===== config.mk =====
export PLATFORM = sky130hd
export DESIGN_NAME = shift_pipe
export DESIGN_NICKNAME = d
export VERILOG_FILES = /design/src/rtl/shift_pipe.sv
export SDC_FILE = /design/constraint.sdc
export NUM_CORES = 1
export LEC_CHECK = 0
export CORE_ASPECT_RATIO = 1.2
export CORE_UTILIZATION = 30
export CTS_CLUSTER_SIZE = 25
export DETAILED_ROUTE_END_ITERATION = 8
export GPL_TIMING_DRIVEN = 0
export HOLD_SLACK_MARGIN = 0.03
export PLACE_DENSITY_LB_ADDON = 0.15
export SYNTH_ARGS = -nofsm -noshare
export SYNTH_HDL_FRONTEND = slang
export SYNTH_SLANG_ARGS = --single-unit

===== constraint.sdc =====
create_clock -name clock -period 1.3 [get_ports clock]
set_input_delay 0.26 -clock clock [delete_from_list [all_inputs] [get_ports clock]]
set_output_delay 0.26 -clock clock [all_outputs]
set_load 0.005 [all_outputs]

===== src/rtl/shift_pipe.sv =====
// Barrel shifter pipeline (SLL/SRL/SRA/ROR), one shift-by-2^k stage per shamt bit; optional ROR via SHIFT_PIPE_ROTATE_EN.
// Latency: SHAMT_W cycles, one operation per cycle.
// Backpressure: a single global advance (!out_valid || out_ready) freezes every stage; in_ready mirrors it.
module shift_pipe #(
    parameter int WIDTH = 32,
    parameter int TAG_W = 5,
    localparam int SHAMT_W = $clog2(WIDTH)
) (
    input  logic               clock,
    input  logic               reset_n,
    input  logic               flush,
    input  logic               in_valid,
    output logic               in_ready,
    input  logic [WIDTH-1:0]   in_data,
    input  logic [SHAMT_W-1:0] in_shamt,
    input  logic [1:0]         in_op,
    input  logic [TAG_W-1:0]   in_tag,
    output logic               out_valid,
    input  logic               out_ready,
    output logic [WIDTH-1:0]   out_data,
    output logic [TAG_W-1:0]   out_tag,
    output logic               busy
);

    localparam logic [1:0] OP_SLL = 2'b00;
    localparam logic [1:0] OP_SRL = 2'b01;
    localparam logic [1:0] OP_SRA = 2'b10;
    localparam logic [1:0] OP_ROR = 2'b11;

    typedef struct packed {
        logic [WIDTH-1:0]   dat;
        logic [SHAMT_W-1:0] shamt;
        logic [1:0]         op;
        logic [TAG_W-1:0]   tag;
    } stage_t;

    stage_t             stage_q [SHAMT_W];
    stage_t             src     [SHAMT_W];
    stage_t             nxt     [SHAMT_W];
    logic [SHAMT_W-1:0] vld_q;
    logic [SHAMT_W-1:0] src_vld;
    logic               adv;

    function automatic logic [WIDTH-1:0] stage_shift(
        input logic [WIDTH-1:0] d,
        input logic [1:0]       op,
        input logic             en,
        input int               k
    );
        int sh;
`ifdef SHIFT_PIPE_ROTATE_EN
        logic [2*WIDTH-1:0] dbl;
`endif
        sh = 1 << k;
        stage_shift = d;
        if (en) begin
            case (op)
                OP_SLL: stage_shift = d << sh;
                OP_SRL: stage_shift = d >> sh;
                OP_SRA: stage_shift = $signed(d) >>> sh;
                OP_ROR: begin
`ifdef SHIFT_PIPE_ROTATE_EN
                    dbl         = {d, d} >> sh;
                    stage_shift = dbl[WIDTH-1:0];
`else
                    stage_shift = d;
`endif
                end
                default: stage_shift = d;
            endcase
        end
    endfunction

    assign adv       = !out_valid || out_ready;
    assign in_ready  = adv;
    assign out_valid = vld_q[SHAMT_W-1];
    assign out_data  = stage_q[SHAMT_W-1].dat;
    assign out_tag   = stage_q[SHAMT_W-1].tag;
    assign busy      = |vld_q;
    assign src_vld   = {vld_q[SHAMT_W-2:0], in_valid};

    // Stage k consumes shamt bit k and clears it, so each register carries only the bits still to apply.
    always_comb begin
        src[0].dat   = in_data;
        src[0].shamt = in_shamt;
        src[0].op    = in_op;
        src[0].tag   = in_tag;
        for (int k = 1; k < SHAMT_W; k++) begin
            src[k] = stage_q[k-1];
        end
        for (int k = 0; k < SHAMT_W; k++) begin
            nxt[k]          = src[k];
            nxt[k].dat      = stage_shift(src[k].dat, src[k].op, src[k].shamt[k], k);
            nxt[k].shamt[k] = 1'b0;
        end
    end

    // Flush kills valids only; payload registers keep their contents.
    always_ff @(posedge clock or negedge reset_n) begin
        if (!reset_n) begin
            vld_q <= '0;
            for (int k = 0; k < SHAMT_W; k++) begin
                stage_q[k] <= '0;
            end
        end else if (flush) begin
            vld_q <= '0;
        end else if (adv) begin
            vld_q <= src_vld;
            for (int k = 0; k < SHAMT_W; k++) begin
                if (src_vld[k]) begin
                    stage_q[k] <= nxt[k];
                end
            end
        end
    end

    logic unused_last_stage;
    assign unused_last_stage = ^{stage_q[SHAMT_W-1].shamt, stage_q[SHAMT_W-1].op};

endmodule


[After elaboration in Yosys (flattened, before gate mapping)]
Index checks and enable logic that the tools add are counted.
Word-level totals
  register bits: 208
  input port bits: 49
  logic and storage cells: 61
Cells by class
  eq/ne operators: 15
  muxes and demuxes: 12
  bitwise logic cells: 1
  reduce and logical (&&, ||, !) cells: 14
Operators by type and width (count)
  one-hot mux 32 bit (4 select lines): 5
  2-to-1 mux 32 bit: 5
  equality test 2 bit, second input constant: 10
  AND reduction 3 bit: 5
  equality test 2 x 1 -> 1 bit, second input constant: 5
  logical NOT 2 bit: 5
  2-to-1 mux 5 bit: 2
  OR reduction 5 bit: 1
  nonzero test 2 bit: 1
  logical NOT 1 bit: 1
  logical OR 1 bit: 1
  inverter 1 bit: 1

[Logic depth before layout (Yosys ltp)]
Gate-level depths: netlist of run 1.
  depth after elaboration: 4
  gate-level depth with buffers: 8

[Worst setup path before layout of run 1]
OpenSTA, ideal clock, no wires.
  path kind: register to register
  from: register vld_q[4]
  to: register stage_q, in the netlist nxt[88]
  library setup time: 0.125 ns
  data arrival time: 1.314 ns
  path slack: -0.139 ns
  stages on the path, launching flop included: 7
  path buffers: 3
  period minus slack after synthesis: 1.439 ns
  cell sequence: dfrtp_1 nand2b_1 buf_4 and3_1 buf_2 buf_6 mux2_4
Between the ends
  longest elaborated chain between the ends: 3
RTL lines
  from (decl): line 40  | logic [SHAMT_W-1:0] vld_q;
  from (signal assigned): line 108  | vld_q <= src_vld;
  logical NOT 1 bit: line 74  | assign adv = !out_valid || out_ready;
  logical OR 1 bit: line 74
  via in_ready: line 13  | output logic in_ready,
  AND reduction 3 bit (no line)
  to (signal, indexed assignment): line 111  | stage_q[k] <= nxt[k];
  to (decl): line 37  | stage_t stage_q [SHAMT_W];
The timed path passes the listed nets, and every way through them passes these cells.
A chain may end at the register's enable or synchronous reset.

[Final worst setup path of run 1]
  from: register vld_q[4]
  to: register stage_q, in the netlist src[112]
Between the ends
  longest elaborated chain between the ends: 3
RTL lines (line)
  logical NOT 1 bit: 74
  logical OR 1 bit: 74
  AND reduction 3 bit (no line)
No other way between the ends.

==> results of run 1 <==
## sequential cells by signal (all words and copies together) (netlist names)
signal    cells
vld_q         5
nxt          34
out_data     32
src         132
out_tag       5
## area by class of cell
type,instances,share of cell area [%]
Multi-Input combinational cell,932,43.1
Sequential cell,208,29.1
Timing Repair Buffer,197,12.5
Buffer,114,6.50
Clock buffer,36,4.05
Tap cell,526,3.68
Clock inverter,8,0.783
Inverter,14,0.294
## how the worst min path moves through the flow
| stage | start | endpoint |
|---|---|---|
| after floorplan | reset_n | nxt[0]$_DFFE_PN0P_ |
| after global placement | nxt[3]$_DFFE_PN0P_ | out_tag[3]$_DFFE_PN0P_ |
| after global routing | reset_n | out_data[2]$_DFFE_PN0P_ |
| after CTS | reset_n | out_data[17]$_DFFE_PN0P_ |
| final | reset_n | out_data[2]$_DFFE_PN0P_ |
| after detailed placement | reset_n | out_data[17]$_DFFE_PN0P_ |
## Yosys cell counts (13+ instances only)
master	number
nor2b_1	23
dfrtp_1	208
nand2_1	95
o21ai_0	63
a31oi_1	20
a22oi_1	58
clkbuf_1	49
mux2i_1	60
buf_2	53
nand3_1	17
mux2_2	47
nand2b_1	22
o31ai_1	22
a221oi_1	35
inv_1	13
nand3b_1	32
nor2_1	180
o211ai_1	17
a21oi_1	95
o311a_1	23
a22o_1	51
## power groups by stage
stage,sequential (uW),combinational (uW),clock (uW)
2_1_floorplan,9760,6910,0
3_3_place_gp,10700,9750,0
3_5_place_dp,10700,9840,0
4_1_cts,10800,12700,7480
5_1_grt,11200,15400,7690
6_report,11000,14300,7310
## layout by cell type (no fill, tap or decap), drive strengths merged, types with 14 or more instances in the layout
cell / instances
nand3: 18
buf: 215
a22o: 59
mux2: 58
clkbuf: 86
inv: 14
a21oi: 95
o21ai: 73
o31ai: 23
o211ai: 17
nor2: 180
a22oi: 58
a221oi: 35
clkdlybuf4s50: 44
dfrtp: 208
nand2: 95
nor2b: 23
o311a: 23
nand3b: 32
a31oi: 20
mux2i: 60
nand2b: 22
## kinds of logic after synthesis
family,share of synthesized area (%)
flip-flops,43.7
AND/OR/NAND/NOR,15.2
AO/OA/AOI/OAI,24.4
buffers and inverters,5.70
multiplexers,10.8
XOR/XNOR,0.137
## per-layer routing
metal / up-vias / global-route usage, % / part of all wire, %
met4: 0 / 9.03 / 4.1
li1: 5139 / - / -
met3: 98 / 2.12 / 2.6
met5: - / 0 / 0
met2: 245 / 39.9 / 55
met1: 5345 / 22.7 / 38
## what timing repair did
| action | in CTS | in global routing |
|---|---|---|
| buffers inserted | 53 | 33 |
| gates cloned | 21 | 11 |
| setup endpoints to repair | 248 | 248 |
| pin swaps | 49 | 45 |
| hold endpoints to repair | 97 | 97 |
| resized for setup | 566 | 241 |
## critical path: stages (launching register included)
cell and delay (ps):
dfrtp_1 400, buf_6 130, nand2b_4 80, buf_6 120
and3_1 180, buf_6 170, buf_8 130, bufbuf_16 260
a21oi_2 50
## per-stage QoR
stage	TNS (ps)	util [%]	area, um^2
after global placement	-1988450	34.8	13600
after detailed placement	-135450	34.9	13600
after global routing	-67290	46.0	17900
final	-53160	46.0	17900
after CTS	-56300	42.9	16700
after floorplan	-5870	-	12000
==> flow_summary.json, run 1 <==
{
  "netlist_instances": 1279,
  "reg2reg_depth": 8,
  "setup_slack_ps": -360,
  "die_h_um": 220,
  "num-nets-final": 1540,
  "outcome": "complete, but fails checks",
  "crit_type": "reg2reg",
  "port_buffers": 85,
  "cts_buffers": 24,
  "post_drt_wl_per_cell_um": 20.7,
  "reg2reg_slack_ps": -360,
  "start_kind": "flip-flop",
  "hpwl_um": 29200,
  "setup_viol": 243,
  "max-vdd-ir-drop_mv": 1.14,
  "hp-class": "in2async",
  "slew_headroom_pct": 47.9,
  "postRouteAntennaNets": 0,
  "slew_viol_final": 0,
  "synthesis.area_mm2": 0.0119,
  "io-pin-count": 89,
  "dieArea_mm2": 0.0405,
  "arrival_ps": 2070,
  "reg2reg_to": "src[112]$_DFFE_PN0P_",
  "worstSetupEndpointType": "flip-flop",
  "regArea_mm2": 0.00521,
  "netlist.area_leader.share_pct": 43.7,
  "synth-seq-cells": 208,
  "final_cells": 2035,
  "vias": 10827,
  "synth_edf_count": 0,
  "drtPass1Iterations": 4,
  "antenna_found_initial": 0,
  "multiInputGateArea_mm2": 0.00771,
  "timing.hold.ws_ps": -256,
  "clock_path_buffers": 3,
  "grt_overflow": 0,
  "switching_share_pct": 37.8,
  "core_area_mm2": 0.0389,
  "crit_path_end": "src[112]$_DFFE_PN0P_",
  "synth_nets": 1328,
  "ys_top_cells_by_area": "dfrtp_1 44%, nor2_1 5.7%, mux2i_1 5.0%",
  "ys.flop_type": "dfrtp_1",
  "power.leakage_uw": 0.00748,
  "filler_cell_count": 3779,
  "route.detailed.drc": 0,
  "crit_start": "vld_q[4]$_DFFE_PN0P_",
  "grt_use_total_pct": 20.7,
  "gp_congestion": 0.897,
  "yosysTopAreaCell": "dfrtp_1",
  "drive_gt1_share_pct": 41.9,
  "routed_wl_um": 42000,
  "worst_pin_slew_ps": 782,
  "p_switching_uw": 12300,
  "power_density_mw_per_mm2": 1820,
  "clkPwrFrac_pct": 22.4,
  "cp_data_required_time_ps": 1710,
  "finalCritPeriodShare_pct": 128,
  "violations": "hold timing, setup timing",
  "final-hold-violation-count": 97,
  "cp_max_fo": 6,
  "clock_skew_ps": 22.2,
  "synthArstFlopShare_pct": 100,
  "seq_power_share_pct": 33.7,
  "grt_max_degree": 112,
  "dp_cells": 1891,
  "std_cell_rows": 79,
  "power_uw": 32600,
  "post_drt_via_cell_ratio": 5.32,
  "dpl_worst_slack_ps": -854,
  "fmax_mhz": 602,
  "clk_latency_ps": 550,
  "drt_iter0_markers": 599,
  "htree_levels": 1,
  "clk_pin_slew_ps": 60,
  "tritoncts": "done",
  "combPwrFrac_pct": 43.8,
  "reg2reg_from": "vld_q[4]$_DFFE_PN0P_",
  "grt_pass1_wl_um": 65200,
  "grt_pass1_vias": 11217,
  "cts_root_buf": "clkbuf_16",
  "syn_area_per_cell_um2": 9.31,
  "ys_seq_area_share_pct": 43.7,
  "p_int_uw": 20300,
  "drv_cap": 0,
  "period_needed_ps": 1660,
  "yosys_warnings": 0,
  "die_x_um": 184,
  "synth.distinct_cells": 45,
  "antennaDiodeCount": 0,
  "start_util_pct": 30.6,
  "rsz0062_at_grt": "true",
  "area_delta_synth_final_pct": 50.4,
  "cts_sinks": 208
}
(Power assumes the default switching activity.)
==> run 2, diff against run 1 <==
Settings changed: SLEW_MARGIN set to 15.
==> run 2 against run 1 <==
The flow still finishes with violations (hold timing, setup timing). Wire length unchanged. Sequential share of layout area decreased by 0.75 points. Register-to-register slack about the same. Critical endpoint is now out_tag[2]$_DFFE_PN0P_. Design area increased by 2.6%. Final cell count decreased by 0.15%.
==> flow_summary.json, run 2 (synthesized netlist as in run 1, its figures left out) <==
{
  "outcome": "complete, but fails checks",
  "violations": "hold timing, setup timing",
  "setup_viol": 244,
  "clock_path_buffers": 3,
  "crit_type": "reg2reg",
  "core_area_mm2": 0.0389,
  "period_needed_ps": 1660,
  "antenna_found_initial": 0,
  "area_delta_synth_final_pct": 54.3,
  "power.leakage_uw": 0.00763,
  "grt_max_degree": 78,
  "arrival_ps": 2100,
  "power_density_mw_per_mm2": 1740,
  "hpwl_um": 29400,
  "route.detailed.drc": 0,
  "vias": 10813,
  "routed_wl_um": 42000,
  "layout_commonest_cell": "dfrtp_1",
  "tritoncts": "done",
  "fmax_mhz": 604,
  "cts_root_buf": "clkbuf_16",
  "rsz0062_at_grt": "true",
  "power_uw": 32000,
  "cp_max_fo": 7,
  "post_drt_via_cell_ratio": 5.32,
  "grtUsageMet2_pct": 39.9,
  "hp-class": "in2async",
  "final_cell_mix": "204 x dfrtp_1, 101 x nor2_1, 76 x a21oi_2, 68 x nor2_4, 62 x buf_2",
  "slew_headroom_pct": 51.7,
  "clk_latency_ps": 560,
  "postRouteAntennaNets": 0,
  "io-pin-count": 89,
  "num-nets-final": 1537,
  "filler_cell_count": 3722,
  "die_h_um": 220,
  "drtPass1Iterations": 5,
  "cts_buffers": 24,
  "start_util_pct": 30.6,
  "dpl_worst_slack_ps": -862,
  "final-hold-violation-count": 72,
  "largest_reg_flops": 132,
  "antennaDiodeCount": 0,
  "fin_area_mm2": 0.0184,
  "grt_pass1_vias": 11152,
  "drt_iter0_markers": 498,
  "worst_pin_slew_ps": 725,
  "gp_congestion": 0.897,
  "setup_slack_ps": -355,
  "die_x_um": 184,
  "max-vdd-ir-drop_mv": 0.908,
  "cp_data_required_time_ps": 1740,
  "htree_levels": 1,
  "clock_skew_ps": 27.8,
  "std_cell_rows": 79,
  "clk_pin_slew_ps": 60,
  "use_met1_pct": 22.6,
  "grt_overflow": 0,
  "grt_busiest_layer": "met2",
  "timing.hold.ws_ps": -364,
  "dieArea_mm2": 0.0405,
  "grt_util_met3_pct": 2.19,
  "drv_cap": 0,
  "drive_gt1_share_pct": 47.1,
  "worstSetupEndpointType": "flip-flop",
  "cts_sinks": 208,
  "slew_viol_final": 0,
  "port_buffers": 85,
  "start_kind": "flip-flop",
  "finalCritPeriodShare_pct": 127,
  "grt_pass1_wl_um": 64700,
  "placed_area_mm2": 0.0136,
  "grt_use_total_pct": 20.5,
  "post_drt_wl_per_cell_um": 20.7,
  "post-route-util_pct": 47.2
}
==> run 2: layer usage <==
metal / up-vias / wire length [um]
met1: 5355 / 15900
li1: 5154 / -
met2: 225 / 23500
met3: 79 / 1180
met4: 0 / 1440
met5: - / 0
==> run 2: metrics by stage <==
step                TNS [ps]  hold slack, ps  instances
global route          -69290            -308       2032
global placement    -1988450             473       1890
finish                -53260            -364       2032
detailed placement   -132820             273       1892
CTS                   -67110            -327       2000
floorplan              -5870           -35.6       1279
==> run 2: critical path, stage by stage, from the launching register on <==
cell and delay (ps):
dfrtp_1 420, nand2b_4 110, buf_12 110, buf_8 100, and3_4 310, buf_12 180
mux2_4 300
==> run 2: layout make-up <==
cell class              instances  area, um^2  area share [%]
multi-input cells             933        8200            44.6
flip-flops and latches        208        5210            28.3
inverters                      14        52.6           0.286
clock buffers                  35         702            3.82
clock inverters                 9         145           0.790
repair buffers                186        2130            11.6
plain buffers                 121        1280            6.97
well taps                     526         658            3.58
==> run 2: path summary, 6_finish.rpt <==
| check | start | to | slack, ps | depth (start not counted) |
|---|---|---|---|---|
| min in group clock | in_op[1] | src[149]$_DFFE_PN0P_ | 180 | 3 |
| setup / recovery | vld_q[4]$_DFFE_PN0P_ | out_tag[2]$_DFFE_PN0P_ | -360 | 6 |
| setup reg to reg | vld_q[4]$_DFFE_PN0P_ | out_tag[2]$_DFFE_PN0P_ | -360 | 6 |
| max in group asynchronous | reset_n | src[113]$_DFFE_PN0P_ | 500 | 3 |
| hold / removal | reset_n | out_data[17]$_DFFE_PN0P_ | -360 | 1 |
| hold reg to reg | nxt[141]$_DFFE_PN0P_ | src[97]$_DFFE_PN0P_ | 500 | 2 |
==> run 2: power by group <==
group	switching (uW)	internal [uW]	leakage, uW
sequential	2890	8360	0.00250
clock	2860	4360	0.000418
combinational	6570	6980	0.00471
total	12300	19700	0.00763
==> run 2: timing repair <==
item                                   in CTS  in global routing
pin swaps                                  51                 41
endpoints found under the hold margin      72                 72
setup endpoints to repair                 247                248
resized for setup                         516                398
setup buffers                              45                 25
cloned                                     20                 14
